--- src/rtl/pwm_pkg.sv ---
// Shared definitions for the breathing PWM sequencer: state encoding and
// width helpers used to size the duty and pacing counters.
package pwm_pkg;

  localparam logic [2:0] S_IDLE    = 3'd0;
  localparam logic [2:0] S_UP      = 3'd1;
  localparam logic [2:0] S_HOLD_HI = 3'd2;
  localparam logic [2:0] S_DOWN    = 3'd3;
  localparam logic [2:0] S_HOLD_LO = 3'd4;

  typedef enum logic [2:0] {
    IDLE    = S_IDLE,
    UP      = S_UP,
    HOLD_HI = S_HOLD_HI,
    DOWN    = S_DOWN,
    HOLD_LO = S_HOLD_LO
  } state_t;

  // Duty must represent 0..PERIOD inclusive.
  function automatic int duty_w(input int period);
    return $clog2(period + 1);
  endfunction

  // Counter holding 0..n-1, at least one bit wide.
  function automatic int cnt_w(input int n);
    return (n < 2) ? 1 : $clog2(n);
  endfunction

endpackage

--- src/rtl/pwm_gen_core.sv ---
// Period counter plus registered duty compare; run=0 parks the counter at 0
// and forces the output low, so a dropped enable abandons the period at once.
module pwm_gen_core #(
  parameter int PERIOD = 100,
  parameter int DUTY_W = 7
)(
  input  logic              sys_clk,
  input  logic              sys_rst_n,
  input  logic              run,
  input  logic [DUTY_W-1:0] duty,
  output logic              o_pwm,
  output logic              period_end
);

  logic [DUTY_W-1:0] r_cnt;
  logic              r_pwm;
  logic              w_wrap;

  assign w_wrap     = (r_cnt == DUTY_W'(PERIOD - 1));
  assign period_end = run & w_wrap;
  assign o_pwm      = r_pwm;

  // duty==PERIOD keeps cnt<duty true on every count, so no dip at the wrap.
  always_ff @(posedge sys_clk or negedge sys_rst_n) begin
    if (!sys_rst_n) begin
      r_cnt <= '0;
      r_pwm <= 1'b0;
    end else if (!run) begin
      r_cnt <= '0;
      r_pwm <= 1'b0;
    end else begin
      r_cnt <= w_wrap ? '0 : r_cnt + 1'b1;
      r_pwm <= (r_cnt < duty);
    end
  end

endmodule

--- src/rtl/pwm_breath_ctrl.sv ---
// Breathing-profile sequencer: ramps the duty of a PWM core up, holds, ramps
// down, holds, and repeats; all duty/state changes land on period boundaries.
module pwm_breath_ctrl
  import pwm_pkg::*;
#(
  parameter  int PERIOD           = 100,
  parameter  int STEP             = 1,
  parameter  int PERIODS_PER_STEP = 2,
  parameter  int HOLD_PERIODS     = 4,
  localparam int DUTY_W           = duty_w(PERIOD)
)(
  input  logic              sys_clk,
  input  logic              sys_rst_n,
  input  logic              i_en,
  output logic              o_pwm,
  output logic [DUTY_W-1:0] o_duty,
  output logic [2:0]        o_state,
  output logic              o_breath_done
);

  localparam int STEP_CW = cnt_w(PERIODS_PER_STEP);
  localparam int HOLD_CW = cnt_w(HOLD_PERIODS);

  state_t               r_state, w_state_nxt;
  logic [DUTY_W-1:0]    r_duty, w_duty_nxt;
  logic [STEP_CW-1:0]   r_step_cnt, w_step_nxt;
  logic [HOLD_CW-1:0]   r_hold_cnt, w_hold_nxt;
  logic                 r_done, w_done_nxt;
  logic                 w_run, w_pend;
  logic                 w_step_hit, w_hold_hit;
  logic [DUTY_W-1:0]    w_duty_up, w_duty_dn;

  assign w_run      = i_en & (r_state != IDLE);
  assign w_step_hit = (r_step_cnt == STEP_CW'(PERIODS_PER_STEP - 1));
  assign w_hold_hit = (r_hold_cnt == HOLD_CW'(HOLD_PERIODS - 1));

  // Saturating ramps compare before adding so nothing can wrap or overshoot.
  assign w_duty_up = (r_duty >= DUTY_W'(PERIOD - STEP)) ? DUTY_W'(PERIOD)
                                                        : r_duty + DUTY_W'(STEP);
  assign w_duty_dn = (r_duty <= DUTY_W'(STEP)) ? '0 : r_duty - DUTY_W'(STEP);

  pwm_gen_core #(
    .PERIOD (PERIOD),
    .DUTY_W (DUTY_W)
  ) u_core (
    .sys_clk    (sys_clk),
    .sys_rst_n  (sys_rst_n),
    .run        (w_run),
    .duty       (r_duty),
    .o_pwm      (o_pwm),
    .period_end (w_pend)
  );

  always_ff @(posedge sys_clk or negedge sys_rst_n) begin
    if (!sys_rst_n) begin
      r_state    <= IDLE;
      r_duty     <= '0;
      r_step_cnt <= '0;
      r_hold_cnt <= '0;
      r_done     <= 1'b0;
    end else begin
      r_state    <= w_state_nxt;
      r_duty     <= w_duty_nxt;
      r_step_cnt <= w_step_nxt;
      r_hold_cnt <= w_hold_nxt;
      r_done     <= w_done_nxt;
    end
  end

  always_comb begin
    w_state_nxt = r_state;
    w_duty_nxt  = r_duty;
    w_step_nxt  = r_step_cnt;
    w_hold_nxt  = r_hold_cnt;
    w_done_nxt  = 1'b0;
    if (!i_en) begin
      w_state_nxt = IDLE;
      w_duty_nxt  = '0;
      w_step_nxt  = '0;
      w_hold_nxt  = '0;
    end else begin
      case (r_state)
        IDLE: w_state_nxt = UP;
        UP: if (w_pend) begin
          if (w_step_hit) begin
            w_step_nxt = '0;
            w_duty_nxt = w_duty_up;
            if (w_duty_up == DUTY_W'(PERIOD)) w_state_nxt = HOLD_HI;
          end else begin
            w_step_nxt = r_step_cnt + 1'b1;
          end
        end
        HOLD_HI: if (w_pend) begin
          if (w_hold_hit) begin
            w_hold_nxt  = '0;
            w_state_nxt = DOWN;
          end else begin
            w_hold_nxt = r_hold_cnt + 1'b1;
          end
        end
        DOWN: if (w_pend) begin
          if (w_step_hit) begin
            w_step_nxt = '0;
            w_duty_nxt = w_duty_dn;
            if (w_duty_dn == '0) w_state_nxt = HOLD_LO;
          end else begin
            w_step_nxt = r_step_cnt + 1'b1;
          end
        end
        HOLD_LO: if (w_pend) begin
          if (w_hold_hit) begin
            w_hold_nxt  = '0;
            w_state_nxt = UP;
            w_done_nxt  = 1'b1;
          end else begin
            w_hold_nxt = r_hold_cnt + 1'b1;
          end
        end
        default: begin
          w_state_nxt = IDLE;
          w_duty_nxt  = '0;
          w_step_nxt  = '0;
          w_hold_nxt  = '0;
        end
      endcase
    end
  end

  assign o_duty        = r_duty;
  assign o_state       = r_state;
  assign o_breath_done = r_done;

endmodule
--- config.mk ---
export PLATFORM = sky130hd
export DESIGN_NAME = pwm_breath_ctrl
export DESIGN_NICKNAME = d
export VERILOG_FILES = /design/src/rtl/pwm_pkg.sv /design/src/rtl/pwm_gen_core.sv /design/src/rtl/pwm_breath_ctrl.sv
export SDC_FILE = /design/constraint.sdc
export NUM_CORES = 1
export LEC_CHECK = 0
export ABC_CLOCK_PERIOD_IN_PS = 2800
export CAP_MARGIN = 10
export CORE_UTILIZATION = 45
export DETAILED_ROUTE_END_ITERATION = 12
export PLACE_DENSITY_LB_ADDON = 0.25
export SYNTH_ARGS = -nofsm -noshare
export SYNTH_HDL_FRONTEND = slang
export SYNTH_SLANG_ARGS = --single-unit
--- constraint.sdc ---
create_clock -name sys_clk -period 2.8 [get_ports sys_clk]
set_input_delay 0.28 -clock sys_clk [delete_from_list [all_inputs] [get_ports sys_clk]]
set_output_delay 0.28 -clock sys_clk [all_outputs]
set_load 0.005 [all_outputs]
==> results of run 1 <==
cell usage after synthesis (3+ instances only):
library cell | number | area share [%]
dfrtp_1 | 22 | 32
nor2_1 | 22 | 4.8
nand2_1 | 13 | 2.9
ha_1 | 11 | 8.1
nand3_1 | 10 | 2.9
inv_1 | 9 | 2.0
o21ai_0 | 6 | 1.8
a21oi_1 | 5 | 1.5
a31oi_1 | 5 | 1.8
buf_2 | 5 | 1.5
a22o_1 | 4 | 2.1
xnor2_1 | 4 | 2.1
and3_1 | 3 | 1.1
inv_2 | 3 | 0.66
mux2i_1 | 3 | 1.8
nand4b_1 | 3 | 1.5
nor4_1 | 3 | 1.1
o21ai_1 | 3 | 0.88
o31ai_1 | 3 | 1.3
critical path, stage by stage, from the launching register on:
cell	delay (ps)
dfrtp_1	500
inv_1	150
ha_1	200
o21bai_2	230
a31oi_1	300
o41a_1	240
nand2b_4	150
mux2i_1	180
o31ai_1	90
registers in the layout (all words and copies together) (netlist names):
| name | flops |
|---|---|
| u_core.o_pwm | 1 |
| u_core.r_cnt | 7 |
| o_state | 3 |
| o_duty | 7 |
| r_hold_cnt | 2 |
| o_breath_done | 1 |
| r_step_cnt | 1 |
cell families (layout without fill, tap and decap cells):
family	count (synthesis)	in the layout	synth area share (%)
multiplexers	4	4	2.421
flip-flops	22	22	32.28
buffers and inverters	21	32	6.162
adder cells (fa/ha/maj)	11	11	8.070
XOR/XNOR	7	7	4.035
AO/OA/AOI/OAI	47	47	22.38
AND/OR/NAND/NOR	74	74	24.65
power by group through the flow:
stage	logic, mW	clock network, mW	registers [mW]
floorplan	0.671	0	0.448
global placement	0.784	0	0.528
detailed placement	0.798	0	0.532
CTS	0.802	0.203	0.526
global route	0.907	0.215	0.545
finish	0.804	0.198	0.529
worst max path at each step:
stage | startpoint | to | slack (ps)
3_3_place_gp | i_en | o_state[1] | 700
4_1_cts | o_duty[0] | o_state[1] | 660
2_1_floorplan | o_duty[0] | o_state[1] | 870
5_1_grt | o_duty[1] | o_state[1] | 440
6_report | o_duty[1] | o_state[1] | 640
3_5_place_dp | i_en | o_state[1] | 610
cells in the final DEF (no fill, tap or decap), types with 3 or more instances in the layout:
master            n
nand4b_1          3
nand2_1          13
ha_1             11
o31ai_1           3
inv_2             3
xnor2_1           4
a22o_1            4
a31oi_1           5
o21ai_0           6
and3_1            3
clkdlybuf4s50_1  14
nor2_1           22
clkbuf_8          3
inv_1             9
mux2i_1           3
a21oi_1           5
nand3_1          10
nor4_1            3
o21ai_1           3
dfrtp_1          22
layer usage:
metal / global-route usage (%) / part of all wire, % / wire length (um)
met4: 8.523 / 1.8 / 70
met3: 3.804 / 4.4 / 168
met1: 28.46 / 45 / 1737
met2: 33.51 / 48 / 1848
met5: 0 / 0 / 0
metrics by stage:
stage | setup WS, ps | cell area, um2 | hold WS, ps | util, %
after floorplan | 872.4 | 1705 | -15.59 | -
after CTS | 655.7 | 1907 | 369.7 | 52.08
after detailed placement | 612.0 | 1866 | 478.9 | 50.96
after global placement | 701.0 | 1866 | 468.3 | 50.96
final | 639.6 | 1907 | 361.0 | 52.08
after global routing | 442.8 | 1907 | 381.6 | 52.08
area by class of cell:
| cell class | count | area, um2 | area share [%] |
|---|---|---|---|
| tap | 48 | 60.06 | 3.150 |
| clock buffer | 3 | 41.29 | 2.165 |
| multi-input combinational | 143 | 1050 | 55.05 |
| inverter | 13 | 50.05 | 2.625 |
| sequential | 22 | 550.5 | 28.87 |
| timing repair buffer | 16 | 155.1 | 8.136 |
==> flow_summary.ini, run 1 <==
[finish]
proportion_of_layout_cells_with_a_drive_suffix_above_1_pct = 12.69
final_non_filler_cell_total = 245
fillCellCount = 357
area_growth_syn_to_layout_pct = 11.81
fin_nets = 213
antenna_cells_inserted = 0

[pwr]
share_seq_of_total_power_pct = 34.6
max-vdd-ir-drop_mv = 0.3442
design_power_total_mw = 1.530
comb_power_share_pct = 52.5
netSwitchingPower_mw = 0.6978
power.static_leakage_nw = 0.7994
powerDensity_nw_per_um2 = 802.6
p_int_mw = 0.8327
power.switching_fraction_pct = 45.59
power.clock.fraction_pct = 12.9

[cts]
hold_buf_count_cts = 0
cts-root-buf = clkbuf_8
post_cts_resize_count = 0
htree_levels = 1
clockBufferDepth = 2
clock_insertion_delay_worst_skew_ps = 260
cts.repair_timing.setup_buffer_count = 0
clk_pin_slew_ps = 80
tritoncts_clock_tree = done
cts_num_sinks = 22
numCtsBuffers = 3

[placed_design]
placed_cells_incl_taps = 242
hpwlAfterDp_um = 2839
portBuffers = 14
gp_routability_congestion = 0.9405

[global_routing]
grt-ovfl-total = 0
grt_pass1_vias = 1463
grt_antenna_before_repair = 0
wire_length_of_the_first_global_routing_pass_um = 6810
grt_max_degree = 23
globalRouteTotalUtil_pct = 21.25

[setup_path]
critical_path_peak_fanout = 9
worstReg2RegStart = o_duty[1]
critical_path.endpoint_type = flip-flop
startpoint_type = flip-flop
required_ps = 2940
reg2regPathDepth = 8
crit-reg2reg-capture = o_state[1]
critical_path_class = reg -> reg
crit_arrival_ps = 2300
setup.reg_to_reg.worst_slack_ps = 640

[die]
fp.dieH_um = 63.56
rows = 22
core-area_um2 = 3661
design.portCount = 15
die_area_um2 = 4040
initial_util_pct = 46.58
dieWidth_um = 63.56

[routing]
wire_per_inst_um = 15.61
detail_route.iter0.violations = 143
post-route-drc-count = 0
vias = 1455
detail_route.first_pass.iterations = 4
antenna_violating_nets_post_route = 0
wl_um = 3825
avgViaCountPerCell = 5.939

[synth]
postSynthRegisterBits = 22
ys_async_sr_fraction_pct = 100.0
postSynthAreaPerCell_um2 = 9.169
synth_seq_area_share_pct = 32.28
synth_warnings = 0
synth_area_um2 = 1705
synth-edff-count = 0
mappedNetlistNets = 200
yosys.cell_types.count = 57
synthFlopType = dfrtp_1
postSynthCellCount = 186

[sta]
final-setup-viol-count = 0
timing.final.max_slew_violations = 0
slew-limit-headroom_pct = 59.09
setup_total_negative_slack_ps = 0
hold_viol_final = 0
max_slew.worst_pin.slew_ps = 613.7
rsz0062_at_grt = false
final_clock_skew_ps = 5.780
post-route-min-period_ps = 2160
fmaxAchievable_mhz = 462.9
min_period_over_period_pct = 77.16

[job]
cap_viol_max_count = 0

[outcome]
outcome = finished clean

[min_path]
min-delay-path-class = in -> async
Power figures use the tool's default switching activity.
==> inputs of run 2 (changes only) <==
--- a/config.mk
+++ b/config.mk
@@ -5,7 +5,7 @@
 export SDC_FILE = /design/constraint.sdc
 export NUM_CORES = 1
 export LEC_CHECK = 0
-export ABC_CLOCK_PERIOD_IN_PS = 2800
+export ABC_CLOCK_PERIOD_IN_PS = 2200
 export CAP_MARGIN = 10
 export CORE_UTILIZATION = 45
 export DETAILED_ROUTE_END_ITERATION = 12
==> constraint.sdc (replaced) <==
create_clock -name sys_clk -period 2.2 [get_ports sys_clk]
set_input_delay 0.22 -clock sys_clk [delete_from_list [all_inputs] [get_ports sys_clk]]
set_output_delay 0.22 -clock sys_clk [all_outputs]
set_load 0.005 [all_outputs]
==> flow_summary.ini, run 2 (same netlist as run 1, synthesis figures left out) <==
[routing]
detail_route.first_pass.iterations = 4
wl_um = 4021
detail_route.iter0.violations = 173
antenna_violating_nets_post_route = 0
post-route-drc-count = 0
avgViaCountPerCell = 5.813
vias = 1459
wire_per_inst_um = 16.02

[sta]
rsz0062_at_grt = false
fmaxAchievable_mhz = 476.7
setup_total_negative_slack_ps = 0
post-route-min-period_ps = 2098
final_clock_skew_ps = 11.93
timing.final.max_slew_violations = 0
max_slew.worst_pin.slew_ps = 611.4
min_period_over_period_pct = 95.34
hold_viol_final = 0
slew-limit-headroom_pct = 59.24
final-setup-viol-count = 0

[setup_path]
critical_path.endpoint_type = flip-flop
critical_path_peak_fanout = 11
cp_slowest_cell = dfrtp_2
crit_path_end = o_state[1]
timing.critical_path.cells = inv_1 -> ha_1 -> xnor2_1 -> nand2_2 -> o41a_1 -> nand2b_4 -> mux2i_1 -> o31ai_1
setup.worst_path.start = o_duty[0]
setup.reg_to_reg.worst_slack_ps = 100
startpoint_type = flip-flop
worstReg2RegStart = o_duty[0]
reg2regPathDepth = 8
critical_path_class = reg -> reg
crit_arrival_ps = 2240
required_ps = 2340
crit-reg2reg-capture = o_state[1]
critPathMaxStageDelay_ps = 480

[global_routing]
grt_max_degree = 23
use_met1_pct = 29.29
grt_pass1_vias = 1475
grt.met2_usage_pct = 36.70
grtUsageMet3_pct = 2.717
globalRoute.busiestLayer = met2
wire_length_of_the_first_global_routing_pass_um = 7024
grt-ovfl-total = 0
grt_antenna_before_repair = 0
globalRouteTotalUtil_pct = 21.80

[outcome]
outcome = finished clean

[pwr]
max-vdd-ir-drop_mv = 0.4912
power.static_leakage_nw = 0.8317
powerDensity_nw_per_um2 = 1036
design_power_total_mw = 2.029

[cts]
clockBufferDepth = 2
clock_insertion_delay_worst_skew_ps = 270
tritoncts_clock_tree = done
htree_levels = 1
cts-root-buf = clkbuf_8
cts.repair_timing.setup_buffer_count = 0
clk_pin_slew_ps = 90
cts_num_sinks = 22
numCtsBuffers = 3

[die]
initial_util_pct = 46.58
die_area_um2 = 4040
design.portCount = 15
rows = 22
core-area_um2 = 3661
dieWidth_um = 63.56
fp.dieH_um = 63.56

[placed_design]
portBuffers = 14
gp_routability_congestion = 0.9044
hpwlAfterDp_um = 2991
placed_cells_incl_taps = 247
placedInstanceArea_um2 = 1903

[finish]
antenna_cells_inserted = 0
area_growth_syn_to_layout_pct = 14.89
layout.cells.most_common = nor2_1
highest_count_cells_in_the_layout_ignoring_fill_and_taps = nor2_1, dfrtp_1, clkdlybuf4s50_1
fin_nets = 218
proportion_of_layout_cells_with_a_drive_suffix_above_1_pct = 15.76
final_non_filler_cell_total = 251
fillCellCount = 339
post-route-cell-area_um2 = 1959
final_core_util_pct = 53.52

[job]
cap_viol_max_count = 0

[min_path]
min-delay-path-class = in -> async
run 2: layer usage:
layer	wire length, um	share of wire [%]	vias to the layer above
li1	-	-	707
met1	1852	46	708
met2	1960	49	38
met3	160	4.0	6
met4	48	1.2	0
met5	0	0	-
run 2: worst min path at each step:
| stage | start | to | slack [ps] |
|---|---|---|---|
| floorplan | sys_rst_n | o_breath_done | -80 |
| global placement | r_hold_cnt[0] | r_hold_cnt[0] | 480 |
| detailed placement | u_core.r_cnt[0] | u_core.r_cnt[0] | 490 |
| CTS | sys_rst_n | o_state[0] | 320 |
| global route | sys_rst_n | o_state[2] | 330 |
| finish | sys_rst_n | o_state[0] | 300 |
run 2: layout make-up:
class	instances	area (um2)	area share, %
clock buffer	4	55.05	2.810
inverter	13	50.05	2.554
multi-input combinational	143	1050	53.58
sequential	22	551.8	28.16
tap	48	60.06	3.065
timing repair buffer	21	192.7	9.834
run 2: worst max-delay path: cells and delay by family (launching register included):
family                     cells  cell delay (ps)
xor gates and xnor gates       1              240
adders and majority gates      1              310
buffers and inverters          1              120
and+or+nand+nor                2              240
DFF                            1              480
AOI/OAI and AO/OA              2              450
muxes                          1              150
run 2: where the power goes:
group / leakage, nW / total [mW] / internal, mW / switching, mW
Combinational: 0.504 / 1.06 / 0.480 / 0.585
Clock: 0.0288 / 0.298 / 0.160 / 0.138
Sequential: 0.299 / 0.667 / 0.476 / 0.191
run 2: what timing repair did:
item / CTS / global route
endpoints found under the hold margin: 0 / 0
gates resized for setup: 0 / 1
hold buffers: 0 / 0
endpoints found under the setup margin: 0 / 3
run 2: metrics by stage:
stage               worst slack (ps)  hold WS, ps
CTS                            16.50        318.4
floorplan                      272.4       -75.59
global route                   3.929        330.7
finish                         102.4        303.9
detailed placement             44.20        486.6
global placement               180.9        480.6
